`config.mk`:
```
export PLATFORM = sky130hd
export DESIGN_NAME = reg_share_arbiter
export DESIGN_NICKNAME = d
export VERILOG_FILES = /design/src/rtl/reg_share_arbiter.sv
export SDC_FILE = /design/constraint.sdc
export NUM_CORES = 1
export LEC_CHECK = 0
export CAP_MARGIN = 15
export CORE_UTILIZATION = 40
export CTS_CLUSTER_DIAMETER = 150
export CTS_CLUSTER_SIZE = 25
export DETAILED_ROUTE_END_ITERATION = 12
export PLACE_DENSITY = 0.78
export SLEW_MARGIN = 40
export SYNTH_ARGS = -nofsm -noshare
export SYNTH_HDL_FRONTEND = slang
export SYNTH_SLANG_ARGS = --single-unit
export TNS_END_PERCENT = 10
```
`constraint.sdc`:
```
create_clock -name clk -period 2.69 [get_ports clk]
set_input_delay 0.538 -clock clk [delete_from_list [all_inputs] [get_ports clk]]
set_output_delay 0.538 -clock clk [all_outputs]
set_load 0.1 [all_outputs]
```
`src/rtl/reg_share_arbiter.sv`:
```
// reg_share_arbiter: round-robin arbiter that shares one N-bit register between
// four requesters. It captures the winning requester's word and holds it valid
// until the consumer acknowledges it. All state changes on the falling edge of clk.
//
// Ports:
//   clk      in   clock (falling-edge active)
//   rst_n    in   asynchronous active-low reset
//   req      in   [3:0]  per-requester load request
//   d0..d3   in   [N-1:0] requester data words
//   q_ack    in   consumer accepts q (only while q_valid)
//   gnt      out  [3:0]  one-cycle one-hot pulse marking the capture edge
//   q        out  [N-1:0] shared register contents
//   q_valid  out  q holds an unconsumed word
//   q_src    out  [1:0]  index of the requester whose word is in q
module reg_share_arbiter #(
    parameter int unsigned N = 5
) (
    input  logic         clk,
    input  logic         rst_n,
    input  logic [3:0]   req,
    input  logic [N-1:0] d0,
    input  logic [N-1:0] d1,
    input  logic [N-1:0] d2,
    input  logic [N-1:0] d3,
    input  logic         q_ack,
    output logic [3:0]   gnt,
    output logic [N-1:0] q,
    output logic         q_valid,
    output logic [1:0]   q_src
);

    localparam int unsigned NREQ = 4;
    localparam int unsigned IW   = 2;

    typedef enum logic [0:0] {
        IDLE = 1'b0,
        HOLD = 1'b1
    } state_t;

    state_t        state;
    logic [IW-1:0] ptr;

    logic          win_found_c;
    logic [IW-1:0] win_idx_c;
    logic [N-1:0]  win_data_c;
    logic          load_c;

    // Rotating priority search starting at ptr; 2-bit index wraps naturally.
    always_comb begin
        win_found_c = 1'b0;
        win_idx_c   = '0;
        for (int unsigned k = 0; k < NREQ; k++) begin
            logic [IW-1:0] idx;
            idx = ptr + IW'(k);
            if (!win_found_c && req[idx]) begin
                win_found_c = 1'b1;
                win_idx_c   = idx;
            end
        end
    end

    // Data select for the winner.
    always_comb begin
        win_data_c = d0;
        case (win_idx_c)
            2'd0:    win_data_c = d0;
            2'd1:    win_data_c = d1;
            2'd2:    win_data_c = d2;
            default: win_data_c = d3;
        endcase
    end

    // A load happens from IDLE on any request, or from HOLD when the held word
    // is acknowledged and another request is pending (back-to-back).
    always_comb begin
        load_c = 1'b0;
        case (state)
            IDLE:    load_c = win_found_c;
            HOLD:    load_c = q_ack && win_found_c;
            default: load_c = 1'b0;
        endcase
    end

    // State, pointer and registered outputs.
    always_ff @(negedge clk or negedge rst_n) begin
        if (!rst_n) begin
            state   <= IDLE;
            ptr     <= '0;
            q       <= '0;
            q_src   <= '0;
            q_valid <= 1'b0;
            gnt     <= '0;
        end else begin
            gnt <= '0;
            if (load_c) begin
                state   <= HOLD;
                q       <= win_data_c;
                q_src   <= win_idx_c;
                q_valid <= 1'b1;
                gnt     <= NREQ'(1) << win_idx_c;
                ptr     <= win_idx_c + IW'(1);
            end else if (state == HOLD && q_ack) begin
                // Acknowledged with nothing pending: release, q keeps its value.
                state   <= IDLE;
                q_valid <= 1'b0;
            end
        end
    end

endmodule

```
==> out/metrics.cfg <==
[sta]
setup_viol_count_final=26
setup_slack_ns=-0.724
hold_violations=0
skew_ns=0.00677
rsz0062_at_grt=true
worst_slew_pin_slew_ns=0.473
slew_viol_final=0
maxSlewHeadroom=0.684

[drt]
met2_wirelength_um=1470
post_drt_wl_per_cell_um=16.4
wl_met1_um=1010
drc=0
ant_nets=0
vias=822
via_per_inst=5.20
firstDrtPassIters=4
wl_met3_um=68
wl_um=2590
top_layer=met4
first_iter_violations=21

[die]
die_h_um=47.5
die-area_um2=2260
io_pins=39
initial_core_util=0.423
fp.coreArea_um2=1960
fp-row-count=16
fp.dieW_um=47.5

[global_routing]
grt_pass1_vias=847
gr-usage-all-layers=0.257
grt_pass1_wl_um=3900
antenna_found_initial=0
grt_max_degree=15
overflow=0

[synth]
avgSynthCellArea_um2=11.4
synth.distinct_cells=25
ys_ff_latch=14
syn_inst=73
synth_warnings=0
netlist_area_um2=830
synth_nets=105
ys_seq_area_frac=0.422

[clock_tree]
clk_pin_slew_worst_paths_ns=0.06
cts_buffers=3
clock_path_buffers=2
ctsRootBufferMaster=clkbuf_4
numClockSinks=14
h-tree-depth=1
hold_buffers=0
cts_tree=done
clkLatencyLatePin_ns=0.29

[setup_path]
crit_arrival_ns=2.21
startpoint_type=input pin
r2r_start=ptr[1]
crit_type=input pin to flop
cp-startpoint=req[0]
end_kind=flop
worst-endpoint-required_ns=1.49
path_max_fanout=6

[pwr]
fin_total_pwr_mw=1.61
vdd_ir_drop_max_mv=0.685
power_density_nw_per_um2=991
p_leak_nw=0.730

[worst_hold_path]
hp-start=q[0]
hp-class=flop to flop

[flow_run]
max_cap_viol_count=0

[run_status]
violations=setup timing
outcome=finished, violations left

[layout]
layout.nets=165
diodes=0
syn2layout_area_growth_pct=95.9
final_layout_size_suffix_gt1_frac=0.450
stdcell_area_um2=1630

[placed_design]
numPortBuffers=38
routabilityCongestion=0.818
hpwlAfterDp_um=1870
placed_cell_area_um2=1510

[cell type report]
class | count | area [µm²]
Tap cell | 27 | 33.8
Multi-Input combinational cell | 51 | 547
Inverter | 7 | 26.3
Clock buffer | 3 | 22.5
Fill cell | 122 | 337
Timing Repair Buffer | 56 | 646
Sequential cell | 14 | 350
[power by group]
group | leakage, nW | switching, mW | internal [mW] | total [mW]
Combinational | 0.544 | 0.634 | 0.480 | 1.11
Clock | 0.0138 | 0.0717 | 0.0521 | 0.124
Sequential | 0.172 | 0.0894 | 0.284 | 0.374
Total | 0.730 | 0.795 | 0.816 | 1.61
[critical path, stage by stage]
cell and delay [ns]:
buf_8 0.10, mux2i_2 0.17, nor2_1 0.08, or3_4 0.36, ha_4 0.20, a222oi_1 0.34
mux2i_1 0.15, mux2_4 0.27
[repair_timing]
action / 4_1_cts / 5_1_grt
pin swaps: 6 / 7
buffers inserted: 3 / 0
endpoints found under the setup margin: 26 / 26
gates resized for setup: 29 / 6
[registers in the layout, indices dropped and copies added, names as in the netlist]
signal / cells
state: 1
gnt: 4
q_src: 2
ptr: 2
q: 5
[per-layer routing]
metal,up-vias,track usage
li1,386,-
met1,404,0.322
met2,27,0.449
met3,5,0.0302
met4,0,0.100
met5,-,0
[final timing paths]
kind                            endpoint  slack [ns]  cells past startpoint
worst max-delay path                q[1]       -0.72                      8
worst min register to register      q[0]        0.53                      1
min in group asynchronous           q[3]        1.79                      2
max in group asynchronous       q_src[0]        0.69                      2
worst max register to register      q[1]        0.25                      7
worst min-delay path                q[0]        0.53                      1
[per-stage QoR]
step                utilization  setup WS, ns  hold slack [ns]  TNS (ns)  instances
floorplan                     -        -0.705            0.546     -6.47         73
global placement          0.770         -1.30            0.517    -13.56        152
detailed placement        0.770         -1.47            0.526    -14.41        152
CTS                       0.809        -0.764            0.534     -6.88        158
global route              0.828        -0.838            0.544     -7.85        158
finish                    0.828        -0.724            0.532     -6.38        158
[kinds of logic (layout without fill, tap and decap cells)]
| group | after synthesis | count (layout) | synth area share |
|---|---|---|---|
| compound gates | 17 | 17 | 0.151 |
| fa+ha+maj | 5 | 5 | 0.0754 |
| buf+inv | 8 | 66 | 0.0362 |
| flops | 14 | 14 | 0.422 |
| mux | 11 | 11 | 0.163 |
| simple gates | 18 | 18 | 0.152 |
[cells in the final DEF (no fill, tap or decap), types with 2 or more instances in the layout]
cell / Yosys / layout
mux2i_1: 6 / 5
buf_4: 0 / 17
buf_12: 0 / 12
nor2_1: 2 / 2
buf_6: 0 / 2
a21oi_2: 0 / 2
clkbuf_4: 0 / 3
inv_1: 7 / 7
dfrtn_1: 14 / 14
ha_1: 5 / 2
buf_8: 0 / 2
o31ai_1: 2 / 2
and2_1: 4 / 4
clkdlybuf4s50_1: 0 / 22
mux2_4: 5 / 5
a222oi_1: 5 / 5
ha_4: 0 / 2
o21ai_0: 5 / 5
[synth_stat cells (all sizes together)]
master,n,share of area
o31a,1,0.011
dfrtn,14,0.42
or3,1,0.0075
mux2i,6,0.072
nand2b,1,0.0075
a21oi,2,0.012
or2,2,0.015
and2,4,0.030
nor2b,2,0.015
buf,1,0.0045
nor4,1,0.026
nor3,1,0.0060
nand2,1,0.0045
a221oi,1,0.011
ha,5,0.075
nor3b,1,0.0091
a222oi,5,0.060
o21ai,5,0.030
o31ai,2,0.018
inv,7,0.032
or2b,1,0.0091
nor2,3,0.023
o21bai,1,0.0091
mux2,5,0.090
Power figures use the tool's default switching activity.
